==> src/rtl/edp_ar_regs.sv <==
// rtl/edp_ar_regs.sv - EBOX datapath AR/ARX/MQ register bank
// Applies CTL load/clear/select strobes each eboxClk edge; sources read pre-edge register values.
module edp_ar_regs (
    input  logic        eboxClk,
    input  logic        eboxReset,
    input  logic [0:35] CACHE_DATA,
    input  logic [0:35] EDP_AD,
    input  logic [0:35] EDP_ADX,
    input  logic [0:35] EBUS_DATA,
    input  logic [0:35] SH,
    input  logic        CTL_AR00to08load,
    input  logic        CTL_AR09to17load,
    input  logic        CTL_ARRload,
    input  logic        CTL_AR00to11clr,
    input  logic        CTL_AR12to17clr,
    input  logic        CTL_ARRclr,
    input  logic [0:2]  CTL_ARL_SEL,
    input  logic [0:2]  CTL_ARR_SEL,
    input  logic [2:0]  CTL_ARXL_SEL,
    input  logic [2:0]  CTL_ARXR_SEL,
    input  logic        CTL_ARX_LOAD,
    input  logic [0:1]  CTL_MQ_SEL,
    input  logic [0:1]  CTL_MQM_SEL,
    input  logic        CTL_MQM_EN,
    output logic [0:35] EDP_AR,
    output logic [0:35] EDP_ARX,
    output logic [0:35] EDP_MQ
);

    localparam logic [0:35] LEFT_MASK  = 36'o777777000000;
    localparam logic [0:35] RIGHT_MASK = 36'o000000777777;

    logic [0:35] ar_q, ar_d;
    logic [0:35] arx_q, arx_d;
    logic [0:35] mq_q, mq_d;

    logic [0:35] ar_cand_l, ar_cand_r, ar_src;
    logic [0:35] arx_cand_l, arx_cand_r, arx_src;
    logic [0:35] mqm;

    function automatic logic [0:35] shl2(input logic [0:35] src, input logic fill);
        return {src[1:35], fill};
    endfunction

    function automatic logic [0:35] sar25(input logic [0:35] src);
        return {src[0], src[0], src[0:33]};
    endfunction

    function automatic logic [0:35] ar_mux(input logic [0:2] sel, input logic [0:35] ar);
        logic [0:35] w;
        case (sel)
            3'd0:    w = ar;
            3'd1:    w = CACHE_DATA;
            3'd2:    w = EDP_AD;
            3'd3:    w = EBUS_DATA;
            3'd4:    w = SH;
            3'd5:    w = shl2(EDP_AD, EDP_ADX[0]);
            3'd6:    w = EDP_ADX;
            default: w = sar25(EDP_AD);
        endcase
        return w;
    endfunction

    // Select 7 is the low word of a double-word right shift: AD's low bits enter ARX at the top.
    function automatic logic [0:35] arx_mux(input logic [2:0] sel, input logic [0:35] mq);
        logic [0:35] w;
        case (sel)
            3'd0:    w = '0;
            3'd1:    w = CACHE_DATA;
            3'd2:    w = EDP_AD;
            3'd3:    w = mq;
            3'd4:    w = SH;
            3'd5:    w = shl2(EDP_ADX, mq[0]);
            3'd6:    w = EDP_ADX;
            default: w = {EDP_AD[34:35], EDP_ADX[0:33]};
        endcase
        return w;
    endfunction

    always_comb begin
        ar_cand_l = ar_mux(CTL_ARL_SEL, ar_q);
        ar_cand_r = ar_mux(CTL_ARR_SEL, ar_q);
        ar_src    = (ar_cand_l & LEFT_MASK) | (ar_cand_r & RIGHT_MASK);

        ar_d = ar_q;
        if (CTL_AR00to08load) ar_d[0:8]   = ar_src[0:8];
        if (CTL_AR09to17load) ar_d[9:17]  = ar_src[9:17];
        if (CTL_ARRload)      ar_d[18:35] = ar_src[18:35];
        if (CTL_AR00to11clr)  ar_d[0:11]  = '0;
        if (CTL_AR12to17clr)  ar_d[12:17] = '0;
        if (CTL_ARRclr)       ar_d[18:35] = '0;
    end

    always_comb begin
        arx_cand_l = arx_mux(CTL_ARXL_SEL, mq_q);
        arx_cand_r = arx_mux(CTL_ARXR_SEL, mq_q);
        arx_src    = (arx_cand_l & LEFT_MASK) | (arx_cand_r & RIGHT_MASK);
        arx_d      = CTL_ARX_LOAD ? arx_src : arx_q;
    end

    always_comb begin
        mqm = '0;
        if (CTL_MQM_EN) begin
            case (CTL_MQM_SEL)
                2'd0:    mqm = {EDP_ADX[34:35], mq_q[0:33]};
                2'd1:    mqm = SH;
                2'd2:    mqm = shl2(mq_q, 1'b0);
                default: mqm = '1;
            endcase
        end
        case (CTL_MQ_SEL)
            2'd0:    mq_d = mq_q;
            2'd1:    mq_d = SH;
            2'd2:    mq_d = mqm;
            default: mq_d = EDP_AD;
        endcase
    end

    always_ff @(posedge eboxClk) begin
        if (eboxReset) begin
            ar_q  <= '0;
            arx_q <= '0;
            mq_q  <= '0;
        end else begin
            ar_q  <= ar_d;
            arx_q <= arx_d;
            mq_q  <= mq_d;
        end
    end

    assign EDP_AR  = ar_q;
    assign EDP_ARX = arx_q;
    assign EDP_MQ  = mq_q;

endmodule

==> config.mk <==
export PLATFORM = sky130hd
export DESIGN_NAME = edp_ar_regs
export DESIGN_NICKNAME = d
export VERILOG_FILES = /design/src/rtl/edp_ar_regs.sv
export SDC_FILE = /design/constraint.sdc
export NUM_CORES = 1
export LEC_CHECK = 0
export CORE_ASPECT_RATIO = 1.2
export CORE_UTILIZATION = 52
export CTS_CLUSTER_DIAMETER = 60
export DETAILED_ROUTE_END_ITERATION = 10
export PLACE_DENSITY_LB_ADDON = 0.2
export SLEW_MARGIN = 20
export SYNTH_ARGS = -nofsm -noshare
export SYNTH_HDL_FRONTEND = slang
export SYNTH_SLANG_ARGS = --single-unit
==> constraint.sdc <==
create_clock -name eboxClk -period 4 [get_ports eboxClk]
set_input_delay 0.4 -clock eboxClk [delete_from_list [all_inputs] [get_ports eboxClk]]
set_output_delay 0.4 -clock eboxClk [all_outputs]
set_load 0.02 [all_outputs]
---- Word level (Yosys, flattened, before mapping) ----
Cells that the tools add are included.
word-level totals
  output and inout bits ................... 108
  flip-flop bits (word level) ............. 108
  input port bits ......................... 206
  logic and storage cells ................. 52
cells by class
  reduce and logical (&&, ||, !) cells .... 9
  bitwise logic cells ..................... 2
  multiplexer cells ....................... 7
  equality and inequality tests ........... 28
operator list
  cell                                                             count
  36-bit one-hot mux with 7 select lines                           2
  18-bit one-hot mux with 7 select lines                           2
  36-bit one-hot mux with 3 select lines                           2
  36-bit by 18-bit OR with 36-bit output                           2
  3-bit == test, second input constant                             12
  36-bit 2-to-1 mux                                                1
  3-bit by 2-bit == test with 1-bit output, second input constant  8
  3-bit by 1-bit == test with 1-bit output, second input constant  4
  3-bit logical NOT                                                4
  2-bit OR reduction                                               3
  2-bit by 1-bit == test with 1-bit output, second input constant  2
  2-bit == test, second input constant                             2
  2-bit logical NOT                                                2

---- Depth between registers and ports, before layout ----
Gate-level depths: netlist of run 1.
  word-level depth ........................ 4
  depth in mapped cells ................... 8

---- Worst setup path after synthesis of run 1 ----
Ideal clock, no wire load.
  path type ............................... input to register
  start ................................... input port CTL_ARXL_SEL[0]
  end ..................................... register arx_q, in the netlist EDP_ARX[3]
  cell stages on the path ................. 6
  library setup time ...................... 0.132 ns
  required time ........................... 3.868 ns
  arrival ................................. 1.503 ns
  setup slack ............................. 2.365 ns
  cell sequence ........................... buf_6 > buf_6 > mux2_4 > a221o_1 > a221oi_2 > nor3_1
between the ends
  cells in the longest elaborated chain, start to end .. 3
  elaborated cells between the ends (all ways) .. 9
  classes of those cells .................. eq/ne: 6; mux: 1; bitwise: 1; reduce/logical: 1
ends and longest elaborated chain
  what                                      line  RTL
  start, declared                           19    input logic [2:0] CTL_ARXL_SEL,
  3-bit == test (tied with other cells)     67    case (sel)
  36-bit one-hot mux with 7 select lines *  67
  36-bit by 18-bit OR with 36-bit output *  97    arx_src = (arx_cand_l & LEFT_MASK) | (arx_cand_r & RIGHT_MASK);
  end signal, assigned                      126   arx_q <= arx_d;
  end, declared                             34    logic [0:35] arx_q, arx_d;
Mark *: on every way between the ends. The rest lies on a longest branch, timed or not.
A chain may end at the register's enable or synchronous reset.

---- Worst setup path after layout of run 1 ----
  start ................................... input port CTL_ARXL_SEL[0]
  end ..................................... register arx_q, in the netlist EDP_ARX[12]
Same word-level chain as after synthesis.

==> impl_metrics.py, run 1 <==
metrics = {
    "synth": {
        "yosysSeqAreaShare_pct": 22.2,
        "synth.avg_cell_area_um2": 7.32,
        "async_flop_share_pct": 0,
        "syn-num-nets": 1540,
        "synth_top_area_share_pct": 22.2,
        "synthCells": 1331,
        "synth_ff_type": "dfxtp_1",
        "syn_area_um2": 9750,
        "ys.warnings.count": 0,
        "ys_seq_elements": 108,
        "yosys.cell_count.top_type": "nor2_1",
        "ys_types": 59,
        "synth_edf_count": 0,
        "ys_top_cells_by_area": "dfxtp_1 22%, a21oi_1 7.8%, mux2i_1 7.3%",
        "synth_top_cells_by_count": "166 x nor2_1, 151 x a21oi_1, 108 x dfxtp_1",
        "synth_top_area_cell": "dfxtp_1",
    },
    "sta": {
        "hold_viol_final": 0,
        "setup_viol": 0,
        "finalSetupTns_ns": 0,
        "slew_violations": 0,
        "fmax_ghz": 0.415,
        "finalCritPeriodShare_pct": 60.3,
        "slew_headroom_pct": 24.5,
        "rsz0062_at_grt": "false",
        "setup_slack_ns": 1.59,
        "fin_skew_ns": 0.0107,
        "period_needed_ns": 2.41,
        "worst_slew_pin_slew_ns": 1.13,
    },
    "worst_hold_path": {
        "hold_class": "register to register",
        "worstHoldStart": "EDP_ARX[15]",
        "min_path_cells": 2,
        "whs_endpoint": "EDP_ARX[15]",
    },
    "power_and_ir_drop": {
        "power_leakage_uw": 0.00460,
        "p_per_area_nw_per_um2": 275,
        "irDropWorstVdd_mv": 0.177,
    },
    "cts": {
        "cts_made_buffers": 9,
        "htreeDepth": 3,
        "cts.clk_slew.worst_paths_ns": 0.08,
        "clockBufferDepth": 2,
        "clock_latency_ns": 0.36,
        "clockRootBuffer": "clkbuf_16",
        "cts-resized-gates": 0,
        "hold_buffers": 0,
        "cts_tree": "done",
        "cts.sinks": 108,
        "postCtsSetupBuffers": 0,
    },
    "die": {
        "initial_utilization_pct": 53.4,
        "coreArea_um2": 18200,
        "dieArea_um2": 19300,
        "row_count": 54,
        "die_w_um": 127,
        "io_pins": 314,
        "die_h_um": 152,
    },
    "drt": {
        "drtIter0Drc": 1466,
        "drc": 0,
        "wire_per_inst_um": 23.6,
        "drt-total-wl_mm": 41.6,
        "drtPass1Iterations": 6,
        "antenna_left": 0,
        "vias_per_cell": 6.88,
        "vias": 12200,
    },
    "worst_setup_path": {
        "cp_slowest_cell": "buf_2",
        "startpoint_type": "input pin",
        "worst_ep_required_time_ns": 4.20,
        "path_cells": "buf_2 -> mux2_2 -> a221o_1 -> a221oi_1 -> a2111oi_0",
        "arrival_ns": 2.61,
        "endpoint_kind": "register",
        "worst-setup-path-type": "input pin to register",
        "cp_max_fo": 53,
        "critPathMaxStageDelay_ns": 0.67,
        "r2r-start": "EDP_MQ[12]",
        "rr_endpoint": "EDP_ARX[12]",
        "r2r_cells": 4,
        "r2r_slack_ns": 2.13,
    },
    "finish": {
        "layout-drive-gt1-share_pct": 8.75,
        "nNetsFinal": 1747,
        "antennaDiodeCount": 0,
        "multi_input_area_um2": 6740,
        "syn2layout_area_growth_pct": 32.9,
        "fillCellCount": 1537,
        "fin_cells": 1767,
        "register_area_um2": 2160,
    },
    "run": {
        "cap_violations": 0,
    },
    "grt": {
        "grt_pass1_wl_mm": 63.2,
        "grt_most_used_layer": "met2",
        "grt_overflow": 0,
        "grt_use_met2_pct": 67.7,
        "grt_max_degree": 74,
        "antenna_found_initial": 0,
        "grt_pass1_vias": 11100,
        "grt_util_met1_pct": 50.9,
        "grt_use_met3_pct": 7.39,
        "track_usage_pct": 41.5,
    },
    "place": {
        "placed_cells": 1751,
        "gp_congestion": 0.973,
        "port_buffers": 313,
        "hpwl_mm": 30.0,
        "post-place-ws_ns": 1.22,
    },
    "outcome": {
        "status": "completed",
    },
}
[flip-flops by register name, indices dropped and copies added, names as in the netlist]
register and cells:
EDP_AR 36, EDP_MQ 36, EDP_ARX 36
[report_power, final]
| part | internal (uW) | total (uW) | switching, uW | leakage (uW) |
|---|---|---|---|---|
| clock | 511 | 989 | 478 | 0.000143 |
| sequential | 1150 | 1240 | 94.0 | 0.000888 |
| combinational | 604 | 1330 | 724 | 0.00357 |
[layout by cell type, fill, tap and decap left out, types with 10 or more instances in the layout]
cell type        instances
a2111oi_0               19
a211oi_1                57
a21oi_1                151
a221oi_1                18
a22o_1                  29
a22oi_1                 19
buf_2                   10
buf_4                   26
clkdlybuf4s50_1        303
dfxtp_1                108
inv_1                   47
mux2_2                  41
mux2i_1                 71
nand2_1                 48
nand3_1                 11
nand3b_1                25
nor2_1                 166
nor2b_1                 10
nor3_1                  40
nor4_1                  10
o21ai_0                 90
o221ai_1                35
o22ai_1                 39
o2bb2ai_1               31
or3b_1                  17
or3b_2                  28
[worst max-delay path: cells and delay by family]
| family | cells | cell delay (ns) |
|---|---|---|
| compound gates | 3 | 1.07 |
| mux | 1 | 0.43 |
| buf+inv | 1 | 0.67 |
[per-stage QoR]
step                      hold slack (ns)  total power [uW]  cell area [um^2]  utilization, %
after global routing                0.518              3680             13000            71.0
after detailed placement            0.458              2560             12600            69.3
after global placement              0.452              2550             12600            69.3
after CTS                           0.469              3520             13000            71.0
after floorplan                     0.541              1960              9750               -
final                               0.464              3560             13000            71.0
[area by class of cell]
type                    instances  share of cell area, %
inverters                      50                   1.45
repair buffers                339                   25.3
well taps                     224                   2.16
clock buffers                  10                   1.84
clock inverters                 6                  0.560
multi-input cells            1030                   52.0
flip-flops and latches        108                   16.7
[metal layers]
metal	part of all wire [%]	vias to the layer above
li1	-	5453
met1	37	5544
met2	46	978
met3	11	183
met4	5.9	0
met5	0	-
[kinds of logic after synthesis]
kind of cell,Yosys count,synth area share [%]
compound gates,537,36.9
mux,113,12.2
flops,108,22.2
simple gates,377,19.6
fa+ha+maj,3,0.385
buf+inv,193,8.77
[how the worst max path moves through the flow]
stage | startpoint | to | slack, ns
after CTS | CTL_MQ_SEL[1] | EDP_MQ[24] | 1.59
after global placement | CTL_MQ_SEL[0] | EDP_MQ[24] | 1.32
after global routing | CTL_ARRload | EDP_AR[22] | 1.52
after floorplan | CTL_ARXL_SEL[0] | EDP_ARX[3] | 2.37
final | CTL_ARXL_SEL[0] | EDP_ARX[12] | 1.59
after detailed placement | CTL_MQ_SEL[0] | EDP_MQ[24] | 1.22
Power figures use the tool's default switching activity.
==> inputs of run 2 (changes only) <==
CORE_UTILIZATION = 48   (was 52)
clock period = 2.3 ns   (was 4 ns; I/O delays follow)
==> run 2 against run 1 <==
Compared with the run above:
- first-iteration DRC count up 31%
- power up 71%
- sequential share of layout area down 0.53 points
- wire length up 3.5%
- hold slack worse by 0.15 ns
- largest power group unchanged
==> impl_metrics.py, run 2 (same netlist as run 1, synthesis figures left out) <==
metrics = {
    "grt": {
        "track_usage_pct": 40.2,
        "grt_overflow": 0,
        "grt_pass1_wl_mm": 65.6,
        "grt_pass1_vias": 11500,
        "antenna_found_initial": 0,
        "grt_max_degree": 74,
    },
    "cts": {
        "htreeDepth": 3,
        "cts_tree": "done",
        "clockBufferDepth": 2,
        "hold_buffers": 0,
        "cts_made_buffers": 9,
        "clock_latency_ns": 0.37,
        "cts.clk_slew.worst_paths_ns": 0.07,
        "clockRootBuffer": "clkbuf_16",
        "cts.sinks": 108,
        "postCtsSetupBuffers": 0,
        "cts-resized-gates": 0,
    },
    "die": {
        "row_count": 56,
        "die_h_um": 158,
        "io_pins": 314,
        "coreArea_um2": 19700,
        "initial_utilization_pct": 49.5,
        "die_w_um": 132,
        "dieArea_um2": 20900,
    },
    "worst_setup_path": {
        "startpoint_type": "register",
        "worst-setup-path-type": "register to primary output",
        "path_buf_inv": 1,
        "arrival_ns": 1.58,
        "endpoint_kind": "primary output",
        "cp_slowest_cell": "clkdlybuf4s50_1",
        "path_cells": "clkdlybuf4s50_1",
        "cp_top_family": "buffers and inverters",
        "cp_max_fo": 5,
        "critPathMaxStageDelay_ns": 0.67,
        "worst_ep_required_time_ns": 2.07,
    },
    "drt": {
        "vias_per_cell": 6.71,
        "drtIter0Drc": 1923,
        "antenna_left": 0,
        "drtPass1Iterations": 6,
        "wire_per_inst_um": 23.4,
        "drt-total-wl_mm": 43.1,
        "drc": 0,
        "vias": 12400,
    },
    "sta": {
        "fmax_ghz": 0.553,
        "finalCritPeriodShare_pct": 78.6,
        "hold_viol_final": 0,
        "setup_slack_ns": 0.491,
        "slew_violations": 0,
        "fin_skew_ns": 0.00783,
        "rsz0062_at_grt": "false",
        "setup_viol": 0,
        "period_needed_ns": 1.81,
        "worst_slew_pin_slew_ns": 0.716,
        "slew_headroom_pct": 52.3,
        "finalSetupTns_ns": 0,
    },
    "place": {
        "gp_congestion": 0.947,
        "placed_area_um2": 13100,
        "port_buffers": 313,
        "hpwl_mm": 31.3,
        "post-place-ws_ns": 0.201,
    },
    "power_and_ir_drop": {
        "fin_total_pwr_uw": 6090,
        "irDropWorstVdd_mv": 0.418,
        "power_leakage_uw": 0.00482,
        "p_per_area_nw_per_um2": 455,
    },
    "outcome": {
        "status": "completed",
    },
    "finish": {
        "syn2layout_area_growth_pct": 37.3,
        "postLayoutCellArea_um2": 13400,
        "nNetsFinal": 1787,
        "layout_commonest_cell": "clkdlybuf4s50_1",
        "mostFrequentLayoutCells": "303 x clkdlybuf4s50_1, 166 x nor2_1, 151 x a21oi_1, 108 x dfxtp_1, 90 x o21ai_0",
        "layout-drive-gt1-share_pct": 10.7,
        "fin_util_pct": 67.9,
        "antennaDiodeCount": 0,
    },
    "run": {
        "cap_violations": 0,
    },
    "worst_hold_path": {
        "hold_class": "input pin to register",
    },
}
## run 2: routing by layer
metal	GRT usage (%)	wire (um)	vias to the layer above
li1	-	-	5515
met1	49.0	16200	5647
met2	67.3	20100	1029
met3	6.79	4620	161
met4	22.6	2200	0
met5	0	0	-
## run 2: final cells by class
cell class              instances  area [um^2]
clock inverters                 2         15.0
clock buffers                  10          239
well taps                     261          327
fillers                      1731         6310
multi-input cells            1030         6730
inverters                      50          188
repair buffers                379         3720
flip-flops and latches        108         2160
## run 2: worst paths after layout
| check | startpoint | endpoint | slack, ns | depth (start not counted) |
|---|---|---|---|---|
| min reg2reg | EDP_ARX[2] | EDP_ARX[2] | 0.49 | 2 |
| max | EDP_MQ[26] | EDP_MQ[26] | 0.49 | 1 |
| max reg2reg | EDP_MQ[14] | EDP_ARX[14] | 0.68 | 4 |
| min | CTL_ARXR_SEL[2] | EDP_ARX[35] | 0.32 | 3 |
## run 2: per-stage QoR
stage                     hold WS (ns)  instances
after global routing             0.342       1840
after global placement           0.477       1828
after CTS                        0.305       1840
after detailed placement         0.471       1828
final                            0.316       1840
after floorplan                  0.394       1331
## run 2: power by group
group / total [uW] / switching [uW] / internal (uW)
combinational: 2410 / 1290 / 1120
sequential: 2160 / 165 / 2000
clock: 1510 / 771 / 743
